[src/rtl/wb_arbiter_pkg.sv]
// Shared Wishbone types for the arbiter slice: request/response layouts,
// flattened widths, arbiter state encoding and a one-hot decode helper.
package wb_arbiter_pkg;

  typedef struct packed {
    logic [31:0] addr;
    logic [31:0] data;
    logic [3:0]  sel;
    logic        we;
    logic        stb;
    logic        cyc;
  } wb_m2s_t;

  typedef struct packed {
    logic [31:0] data;
    logic        ack;
  } wb_s2m_t;

  localparam int unsigned WB_M2S_W = $bits(wb_m2s_t);
  localparam int unsigned WB_S2M_W = $bits(wb_s2m_t);

  typedef enum logic {
    ARB_IDLE,
    ARB_OWNED
  } arb_state_t;

  function automatic logic [1:0] onehot_to_idx(input logic [3:0] oh);
    logic [1:0] idx;
    idx = '0;
    for (int unsigned i = 0; i < 4; i++) begin
      if (oh[i]) idx = 2'(i);
    end
    return idx;
  endfunction

endpackage

[src/rtl/wb_arbiter_if.sv]
// Bus bundle between the requesting masters, the arbiter and the shared slave.
// slave modport = arbiter view; master modport = requesters plus shared slave.
interface wb_arbiter_if
  import wb_arbiter_pkg::*;
#(
  parameter int unsigned NUM_MASTERS = 2
);
  logic [NUM_MASTERS*WB_M2S_W-1:0] i_m2s_wb;
  logic [NUM_MASTERS*WB_S2M_W-1:0] o_s2m_wb;
  logic [WB_M2S_W-1:0]             o_m2s_wb;
  logic [WB_S2M_W-1:0]             i_s2m_wb;

  modport slave (
    input  i_m2s_wb,
    input  i_s2m_wb,
    output o_s2m_wb,
    output o_m2s_wb
  );

  modport master (
    output i_m2s_wb,
    output i_s2m_wb,
    input  o_s2m_wb,
    input  o_m2s_wb
  );
endinterface

[src/rtl/wb_arbiter_rr_pick.sv]
// Combinational round-robin selector: first request at or after the pointer,
// wrapping; one-hot grant plus valid.
module rr_pick #(
  parameter int unsigned NUM_REQ = 2,
  parameter int unsigned PTR_W   = 1
) (
  input  logic [NUM_REQ-1:0] i_req,
  input  logic [PTR_W-1:0]   i_ptr,
  output logic [NUM_REQ-1:0] o_gnt,
  output logic               o_valid
);
  logic [2*NUM_REQ-1:0] req2;
  logic [2*NUM_REQ-1:0] gnt2;
  logic [NUM_REQ-1:0]   rot_req;
  logic [NUM_REQ-1:0]   rot_gnt;

  // Rotate requests so the pointer lands on bit 0, fixed-priority pick, rotate back.
  always_comb begin
    req2    = {i_req, i_req} >> i_ptr;
    rot_req = req2[NUM_REQ-1:0];
    rot_gnt = '0;
    for (int unsigned i = 0; i < NUM_REQ; i++) begin
      if (rot_req[i] && (rot_gnt == '0)) rot_gnt[i] = 1'b1;
    end
    gnt2    = {{NUM_REQ{1'b0}}, rot_gnt} << i_ptr;
    o_gnt   = gnt2[NUM_REQ-1:0] | gnt2[2*NUM_REQ-1:NUM_REQ];
    o_valid = |i_req;
  end
endmodule

[src/rtl/wb_arbiter.sv]
// Round-robin Wishbone arbiter sharing one slave among NUM_MASTERS masters.
// Optional watchdog forced-ack and sticky o_timeout under `WB_ARB_TIMEOUT_EN.
module wb_arbiter
  import wb_arbiter_pkg::*;
#(
  parameter int unsigned NUM_MASTERS    = 2,
  parameter int unsigned TIMEOUT_CYCLES = 255
) (
  input  logic                   i_clk,
  input  logic                   i_rst,
  wb_arbiter_if.slave            bus,
  output logic [NUM_MASTERS-1:0] o_grant,
  output logic                   o_busy
`ifdef WB_ARB_TIMEOUT_EN
  ,
  output logic                   o_timeout
`endif
);
  localparam int unsigned IDX_W = (NUM_MASTERS > 2) ? 2 : 1;

  arb_state_t             state;
  logic [IDX_W-1:0]       gidx;
  logic [IDX_W-1:0]       ptr;
  logic [IDX_W-1:0]       next_ptr;
  logic [IDX_W-1:0]       pick_ptr;
  logic [IDX_W-1:0]       pick_idx;
  logic [NUM_MASTERS-1:0] req;
  logic [NUM_MASTERS-1:0] pick_gnt;
  logic                   pick_valid;
  wb_m2s_t                granted;
  wb_m2s_t                req_slice;
  wb_m2s_t                to_slave;
  logic                   force_ack;

  always_comb begin
    req       = '0;
    req_slice = '0;
    for (int unsigned k = 0; k < NUM_MASTERS; k++) begin
      req_slice = wb_m2s_t'(bus.i_m2s_wb[k*WB_M2S_W +: WB_M2S_W]);
      req[k]    = req_slice.cyc;
    end
  end

  assign granted  = wb_m2s_t'(bus.i_m2s_wb[32'(gidx)*WB_M2S_W +: WB_M2S_W]);
  assign next_ptr = (gidx == IDX_W'(NUM_MASTERS - 1)) ? '0 : gidx + 1'b1;
  // On release the hand-off search already uses the advanced pointer.
  assign pick_ptr = (state == ARB_OWNED) ? next_ptr : ptr;
  assign pick_idx = IDX_W'(onehot_to_idx(4'(pick_gnt)));

  rr_pick #(
    .NUM_REQ (NUM_MASTERS),
    .PTR_W   (IDX_W)
  ) u_pick (
    .i_req   (req),
    .i_ptr   (pick_ptr),
    .o_gnt   (pick_gnt),
    .o_valid (pick_valid)
  );

  always_ff @(posedge i_clk) begin
    if (i_rst) begin
      state   <= ARB_IDLE;
      o_grant <= '0;
      o_busy  <= 1'b0;
      gidx    <= '0;
      ptr     <= '0;
    end else begin
      case (state)
        ARB_IDLE: begin
          if (pick_valid) begin
            state   <= ARB_OWNED;
            o_grant <= pick_gnt;
            o_busy  <= 1'b1;
            gidx    <= pick_idx;
          end
        end
        ARB_OWNED: begin
          if (!granted.cyc) begin
            ptr <= next_ptr;
            if (pick_valid) begin
              o_grant <= pick_gnt;
              gidx    <= pick_idx;
            end else begin
              state   <= ARB_IDLE;
              o_grant <= '0;
              o_busy  <= 1'b0;
            end
          end
        end
      endcase
    end
  end

`ifdef WB_ARB_TIMEOUT_EN
  localparam int unsigned TO_W = $clog2(TIMEOUT_CYCLES + 1);

  wb_s2m_t         slv_rsp;
  logic [TO_W-1:0] to_cnt;

  assign slv_rsp   = wb_s2m_t'(bus.i_s2m_wb);
  assign force_ack = (state == ARB_OWNED) && granted.stb && (to_cnt == TO_W'(TIMEOUT_CYCLES));

  always_ff @(posedge i_clk) begin
    if (i_rst) begin
      to_cnt    <= '0;
      o_timeout <= 1'b0;
    end else begin
      if (force_ack) o_timeout <= 1'b1;
      if ((state != ARB_OWNED) || !granted.cyc || slv_rsp.ack || force_ack) begin
        to_cnt <= '0;
      end else if (granted.stb) begin
        to_cnt <= to_cnt + 1'b1;
      end
    end
  end
`else
  assign force_ack = 1'b0;
`endif

  always_comb begin
    bus.o_m2s_wb = '0;
    bus.o_s2m_wb = '0;
    to_slave     = granted;
    if (force_ack) to_slave.stb = 1'b0;
    if (state == ARB_OWNED) begin
      bus.o_m2s_wb = to_slave;
      bus.o_s2m_wb[32'(gidx)*WB_S2M_W +: WB_S2M_W] =
        force_ack ? wb_s2m_t'{data: '0, ack: 1'b1} : bus.i_s2m_wb;
    end
  end

endmodule

[src/flat_wrapper.sv]
// flat-port wrapper written by rule: the top's interface ports become plain ports
module wb_arbiter_flat import wb_arbiter_pkg::*;
#(
  parameter int unsigned NUM_MASTERS    = 2,
  parameter int unsigned TIMEOUT_CYCLES = 255
)
  (i_clk, i_rst, o_grant, o_busy, bus_i_m2s_wb, bus_i_s2m_wb, bus_o_s2m_wb, bus_o_m2s_wb);
  wb_arbiter_if #(.NUM_MASTERS(NUM_MASTERS)) bus_i ();
  input  logic i_clk;
  input  logic i_rst;
  output logic [NUM_MASTERS-1:0] o_grant;
  output logic o_busy;
  input wire logic [$bits(bus_i.i_m2s_wb)-1:0] bus_i_m2s_wb;
  input wire logic [$bits(bus_i.i_s2m_wb)-1:0] bus_i_s2m_wb;
  output wire logic [$bits(bus_i.o_s2m_wb)-1:0] bus_o_s2m_wb;
  output wire logic [$bits(bus_i.o_m2s_wb)-1:0] bus_o_m2s_wb;
  assign bus_i.i_m2s_wb = bus_i_m2s_wb;
  assign bus_i.i_s2m_wb = bus_i_s2m_wb;
  assign bus_o_s2m_wb = bus_i.o_s2m_wb;
  assign bus_o_m2s_wb = bus_i.o_m2s_wb;
  wb_arbiter #(.NUM_MASTERS(NUM_MASTERS), .TIMEOUT_CYCLES(TIMEOUT_CYCLES)) u_core (.i_clk(i_clk), .i_rst(i_rst), .bus(bus_i), .o_grant(o_grant), .o_busy(o_busy));
endmodule
[config.mk]
export PLATFORM = sky130hd
export DESIGN_NAME = wb_arbiter_flat
export DESIGN_NICKNAME = d
export VERILOG_FILES = /design/src/rtl/wb_arbiter_pkg.sv /design/src/rtl/wb_arbiter_if.sv /design/src/rtl/wb_arbiter_rr_pick.sv /design/src/rtl/wb_arbiter.sv /design/src/flat_wrapper.sv
export SDC_FILE = /design/constraint.sdc
export NUM_CORES = 1
export LEC_CHECK = 0
export BUFFER_PORTS_ARGS = -buffer_cell sky130_fd_sc_hd__clkbuf_2
export CAP_MARGIN = 20
export CORE_AREA = 2 2 124 126
export DETAILED_ROUTE_END_ITERATION = 10
export DIE_AREA = 0 0 126 128
export HOLD_SLACK_MARGIN = 0.06
export PLACE_DENSITY_LB_ADDON = 0.15
export SYNTH_ARGS = -nofsm -noshare
export SYNTH_HDL_FRONTEND = slang
export SYNTH_SLANG_ARGS = --single-unit
[constraint.sdc]
create_clock -name i_clk -period 1.1 [get_ports i_clk]
set_input_delay 0.11 -clock i_clk [delete_from_list [all_inputs] [get_ports i_clk]]
set_output_delay 0.11 -clock i_clk [all_outputs]
set_load 0.005 [all_outputs]
# Word level (Yosys, flattened, before mapping)

Cells that the tools add are included.

Bits in registers: 6
Input bits: 177
Output and inout bits: 140

Add/sub/neg operators: 2
$mul: 2
Eq/ne operators: 3
Shift operators: 5
Multiplexer cells: 21
Bitwise operators: 5
Reductions and logical operators: 5

Operators with widths:

| cell                                                                     | count |
|---|---|
| 142-bit by 9-bit indexed part select with 71-bit output                  | 1 |
| 71-bit 2-to-1 mux                                                        | 1 |
| 66-bit AND                                                               | 1 |
| 66-bit 2-to-1 mux                                                        | 1 |
| 33-bit by 34-bit variable shift with 66-bit output, first input constant | 1 |
| 33-bit by 34-bit indexed part select with 66-bit output                  | 1 |
| 7-bit negation with 34-bit output                                        | 1 |
| 1-bit 2-to-1 mux                                                         | 12 |
| 1-bit by 7-bit multiplier with 8-bit output, second input constant       | 1 |
| 1-bit by 6-bit multiplier with 7-bit output, second input constant       | 1 |
| 2-bit 2-to-1 mux                                                         | 3 |
| 1-bit case mux with 2 select lines                                       | 3 |
| 2-bit != test, second input constant                                     | 2 |
| 2-bit case mux with 2 select lines                                       | 1 |
| 2-bit AND reduction                                                      | 2 |
| 2-bit by 1-bit left shift with 4-bit output                              | 1 |
| 4-bit by 1-bit right shift with 2-bit output                             | 1 |
| 1-bit NOT                                                                | 3 |
| 3-bit AND reduction                                                      | 1 |
| 2-bit by 1-bit != test with 1-bit output, second input constant          | 1 |
| 2-bit OR                                                                 | 1 |
| 2-bit OR reduction                                                       | 1 |
| 1-bit adder, second input constant                                       | 1 |
| 1-bit logical AND                                                        | 1 |

# Depth between registers and ports, before layout

Word-level depth: 14
Gate-level depth with buffers: 4

# Hierarchy

A second synthesis with hierarchy kept.

Cells, all modules: 273
Area, all modules: 1851.8 um^2

Modules (own cells, without submodules):

| module     | times used | cells an instance | area each (um^2) |
|---|---|---|---|
| wb_arbiter | 1          | 269               | 1826.8 |
| rr_pick    | 1          | 4                 | 25.0 |

# Worst setup path after synthesis

No wires, ideal clock.

Kind: flip-flop to output port
From: register u_core.gidx
To: output port bus_o_s2m_wb[42]
Data arrival time: 0.902 ns
Path slack: 0.088 ns
Stages on the path, launching flop included: 5
Path buffers: 3
Path through: dfxtp_1 > buf_4 > buf_6 > buf_2 > and3_1

Word-level cells in the longest chain between the ends: 5
Elaborated cells on any way between the ends: 6
Classes of those cells: add/sub (1); mul (1); shift (2); mux (1); bitwise (1)

Ends and longest elaborated chain:

| item                                                                                                                                 | line               | text |
|---|---|---|
| start, declared                                                                                                                      | wb_arbiter.sv:22   | `logic [IDX_W-1:0] gidx;` |
| start signal, assigned                                                                                                               | wb_arbiter.sv:74   | `gidx <= pick_idx;` |
| start signal, assigned                                                                                                               | wb_arbiter.sv:82   | `gidx <= pick_idx;` |
| 1-bit by 6-bit multiplier with 7-bit output *                                                                                        | wb_arbiter.sv:127  | `bus.o_s2m_wb[32'(gidx)*WB_S2M_W +: WB_S2M_W] =` |
| 7-bit negation with 34-bit output *                                                                                                  | wb_arbiter.sv:127  |  |
| 33-bit by 34-bit indexed part select with 66-bit output / 33-bit by 34-bit variable shift with 66-bit output (equally long branches) | wb_arbiter.sv:127  |  |
| 66-bit AND (no line) *                                                                                                               | n/a                |  |
| 66-bit 2-to-1 mux *                                                                                                                  | wb_arbiter.sv:125  | `if (state == ARB_OWNED) begin` |
| end, declared                                                                                                                        | flat_wrapper.sv:15 | `output wire logic [$bits(bus_i.o_s2m_wb)-1:0] bus_o_s2m_wb;` |

Mark *: on every way between the ends. The rest lies on a longest branch, timed or not.

# Final worst setup path

From: register u_core.gidx
To: output port bus_o_m2s_wb[61]

Word-level cells in the longest chain between the ends: 3

Ends and longest elaborated chain:

| item                                                    | line               | text |
|---|---|---|
| 1-bit by 7-bit multiplier with 8-bit output             | wb_arbiter.sv:44   | `assign granted = wb_m2s_t'(bus.i_m2s_wb[32'(gidx)*WB_M2S_W +: WB_M2S_W]);` |
| 142-bit by 9-bit indexed part select with 71-bit output | wb_arbiter.sv:44   |  |
| 71-bit 2-to-1 mux                                       | wb_arbiter.sv:125  |  |
| end, declared                                           | flat_wrapper.sv:16 | `output wire logic [$bits(bus_i.o_m2s_wb)-1:0] bus_o_m2s_wb;` |

No other way between the ends.

==> flow_summary.ini <==
[synth]
synth-warning-count = 0
yosysUniqueCellTypes = 26
ys_ff_latch = 6
ys_async_sr_fraction_pct = 0
syn-mean-instance-area_um2 = 6.80
synth_compound_area_share_pct = 4.21
synth_top_family_by_area = simple AND/OR/NAND/NOR gates
synth_largest_area_cell = mux2i_1
netlist.area_leader.share_pct = 38.0
synth_area_um2 = 1870
yosys.area_share.xor_xnor_pct = 0
synth_cells = 275
synthAdderAreaFrac_pct = 0.602
synth_common_cells = 75 x nor2_1, 71 x mux2i_1, 34 x and2_1, 34 x and3_1, 10 x buf_4
synth_mux_area_share_pct = 38.0
synth_nets = 452
synthSimpleGateAreaFrac_pct = 40.5
synth-edff-count = 0
synth_ff_type = dfxtp_1
synth.yosys.seq_area_share_pct = 6.42
yosysMostFrequentCell = nor2_1
synth_area_leaders = mux2i_1 38%, nor2_1 15%, and2_1 11%

[critical_path]
worstPathCellList = buf_6 -> buf_12 -> mux2i_1 -> nor2_1 -> buf_2
max_stage_delay_ns = 0.40
cp.buffers_inverters = 3
path_class = reg -> out
end_kind = primary output
worstPathArrival_ns = 1.29
start_kind = register
worstPathRequired_ns = 0.99
path_delay_family = flip-flops
path_max_fanout = 7
worst_path_max_delay_cell = dfxtp_4

[grt]
grt.total_usage_pct = 11.1
grt_pass1_wl_mm = 14.3
antenna_found_initial = 0
grt_max_degree = 36
grt-ovfl-total = 0
first_global_vias = 2814

[sta]
tightest_slew_ns = 0.244
fin_crit_ns = 1.40
maxSlewViolCount = 0
rsz0062_at_grt = true
fin_skew_ns = 0.00146
worst_hold_slack_ns = 0.148
final-setup-viol-count = 140
max_freq_ghz = 0.714
hold_violations = 0
finalCritPeriodShare_pct = 127
setup_ws_ns = -0.301
tns_ns = -33.86
slew_headroom_pct = 83.8

[floorplanning]
io_pins = 317
die_y_um = 128
die_x_um = 126
start_util_pct = 12.6
die_area_um2 = 16100
placementRows = 45
core_um2 = 14900

[cells_and_area]
nFillCells = 1587
stdcell_area_um2 = 4400
antenna_cells = 0
drive_above_1_share_pct = 64.9
nNetsFinal = 779
syn2layout_area_growth_pct = 135

[route]
initialDrtViolationCount = 67
via_per_inst = 4.02
wl_per_cell_um = 13.0
drc = 0
detail-route-antenna-nets = 0
routed_wl_mm = 10.3
vias = 3169
drt_pass1_iterations = 4

[clocking]
clock_path_buffers = 2
cts_made_buffers = 3
clkTransAtPathRegs_ns = 0.03
clk-insertion-delay-late_ns = 0.23
clkSinkCount = 6
cts_hold_buf = 0
htreeDepth = 1
cts_root_buf = clkbuf_16
cts_tree = yes

[status]
status = finished, violations left
violations = negative setup slack

[power]
p_sw_uw = 846
clkPwrFrac_pct = 24.2
leakagePower_uw = 0.00250
p_sw_share_pct = 33.4
peakVddDrop_uv = 302
seqPwrFrac_pct = 10.4
p_int_uw = 1680
p_per_area_nw_per_um2 = 575
pwr-share-comb_pct = 65.4

[placed_design]
post_dp_cell_area_um2 = 3740
gp_congestion = 0.741
place_hpwl_mm = 7.92
portBuffers = 316

[run]
cap_violations = 0

[worst_hold_path]
hold_class = in -> reg
## layer usage
metal,vias to the layer above,track usage (%),part of all wire [%]
li1,1579,-,-
met1,1398,11.6,37
met2,183,22.3,53
met3,9,2.30,8.7
met4,0,2.84,1.3
met5,-,0,0
## through the flow
| step | util [%] | std cells | total power, uW | setup WS [ns] |
|---|---|---|---|---|
| floorplan | - | 275 | 891 | 0.0879 |
| global placement | 25.2 | 767 | 1630 | -0.177 |
| detailed placement | 25.2 | 767 | 1630 | -0.234 |
| CTS | 27.8 | 784 | 2440 | -0.299 |
| global route | 29.6 | 789 | 2710 | -0.372 |
| finish | 29.6 | 789 | 2530 | -0.301 |
## cell usage in the layout, fill, tap and decap left out, types with 3 or more instances in the layout
| master | count |
|---|---|
| inv_1 | 3 |
| buf_12 | 12 |
| mux2i_2 | 6 |
| nor2_1 | 70 |
| nor2_2 | 5 |
| mux2i_1 | 65 |
| buf_6 | 26 |
| and2_1 | 23 |
| clkbuf_16 | 6 |
| o21ai_0 | 3 |
| buf_2 | 9 |
| and2_4 | 11 |
| and3_4 | 8 |
| dfxtp_1 | 4 |
| and3_1 | 26 |
| buf_4 | 6 |
| clkbuf_2 | 289 |
## path summary, 6_finish.rpt
kind,start,endpoint,slack (ns),cells after the start
hold / removal,i_rst,u_core.gidx,0.15,2
hold reg to reg,u_core.ptr,u_core.ptr,0.51,2
setup / recovery,u_core.gidx,bus_o_m2s_wb[61],-0.30,5
setup reg to reg,u_core.state,u_core.o_grant[0],-0.18,6
## logic make-up (layout without fill, tap and decap cells)
family | Yosys count | in the layout
muxes | 71 | 71
buffers and inverters | 33 | 358
and+or+nand+nor | 151 | 152
DFF | 6 | 6
adders and majority gates | 1 | 1
AOI/OAI and AO/OA | 13 | 13
## final cells by class
type	count	area, um^2	share of cell area, %
flip-flops and latches	6	128	2.90
inverters	4	20.0	0.455
multi-input cells	237	1680	38.1
well taps	188	235	5.35
clock buffers	4	78.8	1.79
repair buffers	350	2260	51.4
## power groups by stage
stage / Clock, uW / Sequential, uW / Combinational [uW]
after global routing: 639 / 268 / 1800
after floorplan: 0 / 254 / 638
after global placement: 0 / 263 / 1360
after detailed placement: 0 / 264 / 1370
final: 613 / 263 / 1650
after CTS: 626 / 262 / 1550
## registers in the layout (all words and copies together), names as in the netlist
register and cells:
u_core.o_grant 2, u_core.gidx 1, u_core.o_busy 1, u_core.ptr 1, u_core.state 1
## repair_timing
item | in CTS | in global routing
setup buffers | 9 | 3
cloned | 4 | 3
pin swaps | 14 | 13
resized for setup | 33 | 58
setup endpoints to repair | 139 | 140
Power figures use the tool's default switching activity.
